`src/rtl/loader_pkg.sv`:
```
// ============================================================================
// Module   : loader_pkg
// Brief    : Shared state encoding and sizing helpers for the imem loader.
// Revision : 1.0
// ============================================================================
`default_nettype none

package loader_pkg;

    localparam int STATE_W = 3;
    typedef logic [STATE_W-1:0] state_t;

    localparam state_t S_IDLE    = 3'd0;
    localparam state_t S_COLLECT = 3'd1;
    localparam state_t S_WRITE   = 3'd2;
    localparam state_t S_VERIFY  = 3'd3;
    localparam state_t S_FINISH  = 3'd4;

    localparam int BYTES_PER_WORD = 4;

    function automatic int bytes_per_word(input int width);
        return width / 8;
    endfunction

    // Never narrower than one bit, so a single-entry space still has an index.
    function automatic int addr_bits(input int depth);
        return (depth > 1) ? $clog2(depth) : 1;
    endfunction

endpackage

`default_nettype wire

```
`src/rtl/imem_loader_word_assembler.sv`:
```
// ============================================================================
// Module   : word_assembler
// Brief    : Packs accepted bytes little-endian into one memory word.
// Revision : 1.0
// ============================================================================
`default_nettype none

module word_assembler
    import loader_pkg::*;
#(
    parameter int WIDTH = 32
) (
    input  logic             clk,
    input  logic             rst_n,
    input  logic             i_clear,
    input  logic             i_accept,
    input  logic [7:0]       i_byte_data,
    output logic [WIDTH-1:0] o_word,
    output logic             o_word_valid,
    output logic             o_lane_last
);

    localparam int C_BPW       = bytes_per_word(WIDTH);
    localparam int C_LANE_W    = addr_bits(C_BPW);
    localparam logic [C_LANE_W-1:0] C_LAST_LANE = C_LANE_W'(C_BPW - 1);

    logic [C_LANE_W-1:0] r_lane;
    logic [WIDTH-1:0]    r_word;
    logic                r_word_valid;
    logic [WIDTH-1:0]    w_shifted;
    logic                w_lane_last;

    // Bytes enter at the top and shift down, so the first byte lands in 7:0.
    generate
        if (WIDTH == 8) begin : g_single_lane
            assign w_shifted = i_byte_data;
        end else begin : g_multi_lane
            assign w_shifted = {i_byte_data, r_word[WIDTH-1:8]};
        end
    endgenerate

    assign w_lane_last = (r_lane == C_LAST_LANE);

    always_ff @(posedge clk or negedge rst_n) begin
        if (!rst_n) begin
            r_lane       <= '0;
            r_word       <= '0;
            r_word_valid <= 1'b0;
        end else begin
            r_word_valid <= i_accept && w_lane_last;
            if (i_clear) begin
                r_lane <= '0;
                r_word <= '0;
            end else if (i_accept) begin
                r_word <= w_shifted;
                r_lane <= w_lane_last ? '0 : r_lane + C_LANE_W'(1);
            end
        end
    end

    assign o_word       = r_word;
    assign o_word_valid = r_word_valid;
    assign o_lane_last  = w_lane_last;

endmodule

`default_nettype wire

```
`src/rtl/imem_loader.sv`:
```
// ============================================================================
// Module   : imem_loader
// Brief    : Loads a byte stream into instruction memory, then verifies it by
//            comparing write-side and read-back XOR checksums.
// Revision : 1.0
// ============================================================================
`default_nettype none

module imem_loader
    import loader_pkg::*;
#(
    parameter int WIDTH = 8 * BYTES_PER_WORD,
    parameter int DEPTH = 128
) (
    input  logic             clock,
    input  logic             reset_n,
    input  logic             start,
    input  logic [31:0]      word_count,
    input  logic             byte_valid,
    input  logic [7:0]       byte_data,
    output logic             byte_ready,
    output logic [WIDTH-1:0] data,
    output logic [31:0]      wraddress,
    output logic             wren,
    output logic [31:0]      rdaddress,
    output logic             rden,
    input  logic [WIDTH-1:0] q,
    output logic             busy,
    output logic             done,
    output logic             error,
    output logic             cpu_hold
);

    localparam int C_ADDR_W  = addr_bits(DEPTH);
    localparam int C_COUNT_W = C_ADDR_W + 1;

    state_t                 r_state;
    state_t                 w_next;
    logic [C_COUNT_W-1:0]   r_count;
    logic [C_ADDR_W-1:0]    r_waddr;
    logic [C_COUNT_W-1:0]   r_raddr;
    logic [WIDTH-1:0]       r_wr_sum;
    logic [WIDTH-1:0]       r_rd_sum;
    logic                   r_rd_pend;
    logic                   r_error;

    logic                   w_accept;
    logic                   w_start_load;
    logic                   w_zero_count;
    logic [C_COUNT_W-1:0]   w_load_count;
    logic                   w_last_word;
    logic                   w_rd_issued;
    logic [WIDTH-1:0]       w_word;
    logic                   w_word_valid;
    logic                   w_lane_last;

    assign w_accept     = byte_valid && byte_ready;
    assign w_start_load = start && ((r_state == S_IDLE) || (r_state == S_FINISH));
    assign w_zero_count = (word_count == 32'd0);
    assign w_load_count = (word_count > 32'(DEPTH)) ? C_COUNT_W'(DEPTH)
                                                     : word_count[C_COUNT_W-1:0];
    assign w_last_word  = ({1'b0, r_waddr} == (r_count - C_COUNT_W'(1)));
    assign w_rd_issued  = (r_raddr == r_count);

    word_assembler #(
        .WIDTH (WIDTH)
    ) u_word_assembler (
        .clk          (clock),
        .rst_n        (reset_n),
        .i_clear      (w_start_load),
        .i_accept     (w_accept),
        .i_byte_data  (byte_data),
        .o_word       (w_word),
        .o_word_valid (w_word_valid),
        .o_lane_last  (w_lane_last)
    );

    always_ff @(posedge clock or negedge reset_n) begin
        if (!reset_n) begin
            r_state <= S_IDLE;
        end else begin
            r_state <= w_next;
        end
    end

    always_comb begin
        w_next = r_state;
        case (r_state)
            S_IDLE, S_FINISH: begin
                if (start) begin
                    w_next = w_zero_count ? S_FINISH : S_COLLECT;
                end
            end
            S_COLLECT: begin
                if (w_accept && w_lane_last) begin
                    w_next = S_WRITE;
                end
            end
            S_WRITE: begin
                w_next = w_last_word ? S_VERIFY : S_COLLECT;
            end
            // Leave only once every read is issued and its data folded in.
            S_VERIFY: begin
                if (w_rd_issued && !r_rd_pend) begin
                    w_next = S_FINISH;
                end
            end
            default: begin
                w_next = S_IDLE;
            end
        endcase
    end

    always_comb begin
        byte_ready = 1'b0;
        wren       = 1'b0;
        rden       = 1'b0;
        busy       = 1'b0;
        done       = 1'b0;
        cpu_hold   = 1'b1;
        data       = '0;
        wraddress  = '0;
        rdaddress  = '0;
        error      = r_error;
        case (r_state)
            S_COLLECT: begin
                byte_ready = 1'b1;
                busy       = 1'b1;
            end
            S_WRITE: begin
                busy      = 1'b1;
                wren      = 1'b1;
                data      = w_word;
                wraddress = {{(32-C_ADDR_W){1'b0}}, r_waddr};
            end
            S_VERIFY: begin
                busy = 1'b1;
                if (!w_rd_issued) begin
                    rden      = 1'b1;
                    rdaddress = {{(32-C_ADDR_W){1'b0}}, r_raddr[C_ADDR_W-1:0]};
                end
            end
            S_FINISH: begin
                done     = 1'b1;
                cpu_hold = 1'b0;
            end
            default: begin
                cpu_hold = 1'b1;
            end
        endcase
    end

    always_ff @(posedge clock or negedge reset_n) begin
        if (!reset_n) begin
            r_count   <= '0;
            r_waddr   <= '0;
            r_raddr   <= '0;
            r_wr_sum  <= '0;
            r_rd_sum  <= '0;
            r_rd_pend <= 1'b0;
            r_error   <= 1'b0;
        end else begin
            r_rd_pend <= rden;
            if (w_start_load) begin
                r_count  <= w_load_count;
                r_waddr  <= '0;
                r_raddr  <= '0;
                r_wr_sum <= '0;
                r_rd_sum <= '0;
                r_error  <= 1'b0;
            end else begin
                if (wren) begin
                    r_waddr <= r_waddr + C_ADDR_W'(1);
                end
                if (w_word_valid) begin
                    r_wr_sum <= r_wr_sum ^ w_word;
                end
                if (rden) begin
                    r_raddr <= r_raddr + C_COUNT_W'(1);
                end
                if (r_rd_pend) begin
                    r_rd_sum <= r_rd_sum ^ q;
                end
                if ((r_state == S_VERIFY) && (w_next == S_FINISH)) begin
                    r_error <= (r_rd_sum != r_wr_sum);
                end
            end
        end
    end

endmodule

`default_nettype wire

```
`config.mk`:
```
export PLATFORM = sky130hd
export DESIGN_NAME = imem_loader
export DESIGN_NICKNAME = d
export VERILOG_FILES = /design/src/rtl/loader_pkg.sv /design/src/rtl/imem_loader_word_assembler.sv /design/src/rtl/imem_loader.sv
export SDC_FILE = /design/constraint.sdc
export NUM_CORES = 1
export LEC_CHECK = 0
export BUFFER_PORTS_ARGS = -buffer_cell sky130_fd_sc_hd__buf_2
export CORE_UTILIZATION = 48
export DETAILED_ROUTE_END_ITERATION = 16
export GPL_TIMING_DRIVEN = 0
export PLACE_DENSITY = 0.77
export REMOVE_ABC_BUFFERS = 1
export SYNTH_ARGS = -nofsm -noshare
export SYNTH_HDL_FRONTEND = slang
export SYNTH_SLANG_ARGS = --single-unit
```
`constraint.sdc`:
```
create_clock -name clock -period 1.6 [get_ports clock]
set_clock_uncertainty 0.1 [all_clocks]
set_input_delay 0.08 -clock clock [delete_from_list [all_inputs] [get_ports clock]]
set_output_delay 0.08 -clock clock [all_outputs]
set_load 0.01 [all_outputs]
```
==> results by group <==
Floorplan
  • Ports: ~180
  • Initial core utilization: 0.4927
  • Die Y: ~120 um
  • Full die area: between 10000 and 15000 um^2
  • Die W: 121.4 um
  • FP Rows: 43
  • CORE AREA: ~14000 um^2

Critical path
  • CP Launch Type: flop
  • Worst Path Class, Setup: flop to primary output
  • Critical-path maximum fanout: 10
  • CP endpoint kind: primary output
  • Critical Path RT: about 1.4 ns
  • CP Data Arrival Time: approximately 2 ns

GRT
  • GRT overflow: 0
  • Total GRT Usage: 0.2877
  • Vias in the first global route: ~6000
  • Largest net degree at the start of global routing: 66
  • First-pass GRT wire length: around 32000 um
  • Initial antenna violation count: 0

Power
  • Leakage: between 5 and 6 nW
  • Pwr Density: about 1300 nW/um^2
  • Maximum VDD drop: between 800 and 900 uV

STA
  • Worst Max-Slew Pin Slew: 0.8281 ns
  • Fmax: between 0.4 and 0.5 GHz
  • Setup ws final: -0.5792 ns
  • Final hold viol count: 0
  • Final setup violation count: ~160
  • Pins over their slew limit: 0
  • Slew HR: 0.4480
  • Period utilization: 1.362
  • Min Tclk post-route: 2.179 ns
  • RSZ-0062 raised after global routing: true

Route
  • DRT antenna net count: 0
  • Drt via density: approximately 5.5
  • Routed WL: about 25000 um
  • Iteration count of the initial detailed-routing pass: 5
  • Residual DRC: 0
  • Routed wire length per instance: between 20 and 25 um
  • DR vias: roughly 6500
  • Initial DRC count: between 400 and 500

Outcome
  • Failing checks: negative setup slack
  • Status: finished with violations

Logic synthesis
  • Dominant cells by area after synthesis: dfrtp_1, xor2_1, nand2_1, buf_4, nor2_1
  • Yosys reg bits: approximately 130
  • Post-synth EDFFs: 0
  • Async set-reset flop share out of synthesis: 1.000
  • Dominant synthesized flop cell: dfrtp_1
  • Cell accounting for the most synthesized area: dfrtp_1
  • Synth cell count leaders: nand2_1, dfrtp_1, xor2_1
  • Distinct cell type count after synthesis: 44
  • Synthesized instance count: 740
  • Sequential share of the synthesized area: 0.4647
  • Syn_area_per_cell: about 9.2 um^2
  • Post-synth top area share: 0.4647
  • Top-count cell post-synth: nand2_1
  • Post-Syn Area: between 6000 and 7000 um^2
  • Yosys warns: 0

Layout
  • Final Cell Area: between 10000 and 15000 um^2
  • Fillers: about 800
  • Finished Layout Cells: approximately 1200
  • Register Area: about 3200 um^2
  • Layout cells sized above 1: 0.4594
  • N_diodes: 0
  • Area Growth Syn to Fin: 58.86%
  • NumNets Final: about 1100
  • Area of the multi-input gates: roughly 4500 um^2

Placement
  • Gpl congestion: ~0.8
  • Placed insts: between 1000 and 1500
  • DP Wirelength: 9772 um
  • Buffers on Ports: 128
  • Placed inst area: 7440 um^2

Clock network
  • Clock buffer depth: 2
  • Total CTS buffers: 17
  • Clock transition at path regs: 0.06 ns
  • # clock sinks: approximately 130
  • Clock latency on the worst-skew pair: 0.42 ns
  • CTS root buffer: clkbuf_16
  • H-tree Lvls: 4
  • CTS tree: yes

Min path
  • Hold WC Path Type: input port to flop

Job
  • MaxCap Viol Count: 0
==> worst paths after layout <==
kind                                        start                        to  slack, ns  cells past startpoint
setup / recovery           r_raddr[3]$_DFFE_PN0P_              rdaddress[1]      -0.58                      6
max in group asynchronous                 reset_n       r_rd_pend$_DFF_PN0_       0.48                      3
hold / removal                     word_count[18]    r_count[7]$_DFFE_PN0P_       0.05                      5
setup reg to reg           r_count[2]$_DFFE_PN0P_      r_state[1]$_DFF_PN0_      -0.44                      7
hold reg to reg            r_raddr[2]$_DFFE_PN0P_    r_raddr[2]$_DFFE_PN0P_       0.45                      1
min in group asynchronous                 reset_n  r_wr_sum[11]$_DFFE_PN0P_       0.15                      2
==> through the flow <==
step | setup WS, ns | hold WS, ns | power, mW | setup TNS (ns) | util
after floorplan | -1.538 | -0.3156 | 5.701 | -170.76 | -
after global placement | -3.100 | 0.2135 | 6.518 | -528.97 | 0.5289
after detailed placement | -0.8984 | 0.006978 | 6.639 | -68.84 | 0.5360
after CTS | -0.4785 | 0.07170 | 12.26 | -23.43 | 0.7083
after global routing | -0.5929 | 0.07209 | 14.46 | -38.36 | 0.7827
final | -0.5792 | 0.04944 | 14.01 | -32.31 | 0.7827
==> kinds of logic (layout without fill, tap and decap cells) <==
kind of cell    after synthesis  count (layout)  share of synthesized area
simple gates                328             346                     0.2228
flops                       127             127                     0.4647
xor+xnor                    120             120                     0.1559
buf+inv                      94             284                    0.08434
compound gates               61              61                    0.05708
mux                           5               5                   0.007318
fa+ha+maj                     4               4                   0.007318
other cells                   1              50                  0.0005483
==> placed cells by master (no fill, tap or decap), types with 4 or more instances in the layout <==
| master | Yosys | final |
|---|---|---|
| dfrtp_1 | 127 | 107 |
| nand2_1 | 149 | 105 |
| xor2_1 | 107 | 100 |
| buf_2 | 11 | 81 |
| buf_6 | 2 | 59 |
| and2_4 | 0 | 54 |
| conb_1 | 1 | 50 |
| dlygate4sd3_1 | 0 | 50 |
| nor2_1 | 83 | 41 |
| buf_4 | 52 | 31 |
| a21oi_2 | 0 | 30 |
| nor2_4 | 0 | 28 |
| nand2_4 | 0 | 26 |
| clkbuf_16 | 0 | 22 |
| dfrtp_2 | 0 | 19 |
| nand2_2 | 0 | 16 |
| nor4_1 | 16 | 15 |
| nor2_2 | 0 | 14 |
| buf_12 | 0 | 12 |
| xnor2_1 | 11 | 9 |
| nand4_1 | 9 | 9 |
| a21oi_1 | 38 | 8 |
| nand2_8 | 0 | 8 |
| xor2_2 | 2 | 7 |
| a22o_1 | 7 | 7 |
| mux2i_1 | 5 | 5 |
| clkbuf_1 | 21 | 5 |
| inv_1 | 7 | 4 |
| bufinv_16 | 0 | 4 |
| buf_8 | 0 | 4 |
==> power breakdown <==
part / switching, mW / internal (mW) / leakage (nW)
clock network: 1.39 / 2.72 / 0.301
logic: 2.84 / 2.36 / 3.15
registers: 0.898 / 3.80 / 1.72
total: 5.13 / 8.88 / 5.16
==> per-layer routing <==
metal | track usage | vias to the layer above | part of all wire
met3 | 0.06438 | 78 | 0.076
li1 | - | 2787 | -
met1 | 0.3476 | 3218 | 0.36
met2 | 0.5014 | 368 | 0.52
met5 | 0 | - | 0
met4 | 0.1003 | 0 | 0.040
==> cell type report <==
class,instances,area share
Inverter,8,0.003455
Multi-Input combinational cell,586,0.4114
Clock buffer,25,0.04468
Sequential cell,127,0.2951
Tap cell,180,0.02073
Timing Repair Buffer,245,0.2127
Clock inverter,6,0.01198
==> critical path, cell delays in order, from the launching register on <==
cell,delay [ns]
dfrtp_2,0.42
xor2_2,0.22
nor4_4,0.40
a21o_4,0.21
inv_8,0.05
and2_4,0.15
buf_2,0.13
==> registers in the layout, indices dropped and copies added (netlist names) <==
signal                         count
r_wr_sum                          32
r_rd_sum                          32
r_state                            3
u_word_assembler.o_word_valid      1
r_waddr                            7
r_count                            8
u_word_assembler.o_word           32
u_word_assembler.r_lane            2
r_rd_pend                          1
error                              1
r_raddr                            8
==> timing repair <==
action | in CTS | in global routing
hold buffers | 50 | 0
endpoints found under the hold margin | 112 | 0
setup buffers | 45 | 17
setup endpoints to repair | 176 | 162
pin swaps | 53 | 101
resized for setup | 156 | 221
gates cloned | 16 | 13
No activity file was read; power rests on OpenSTA's default activity.
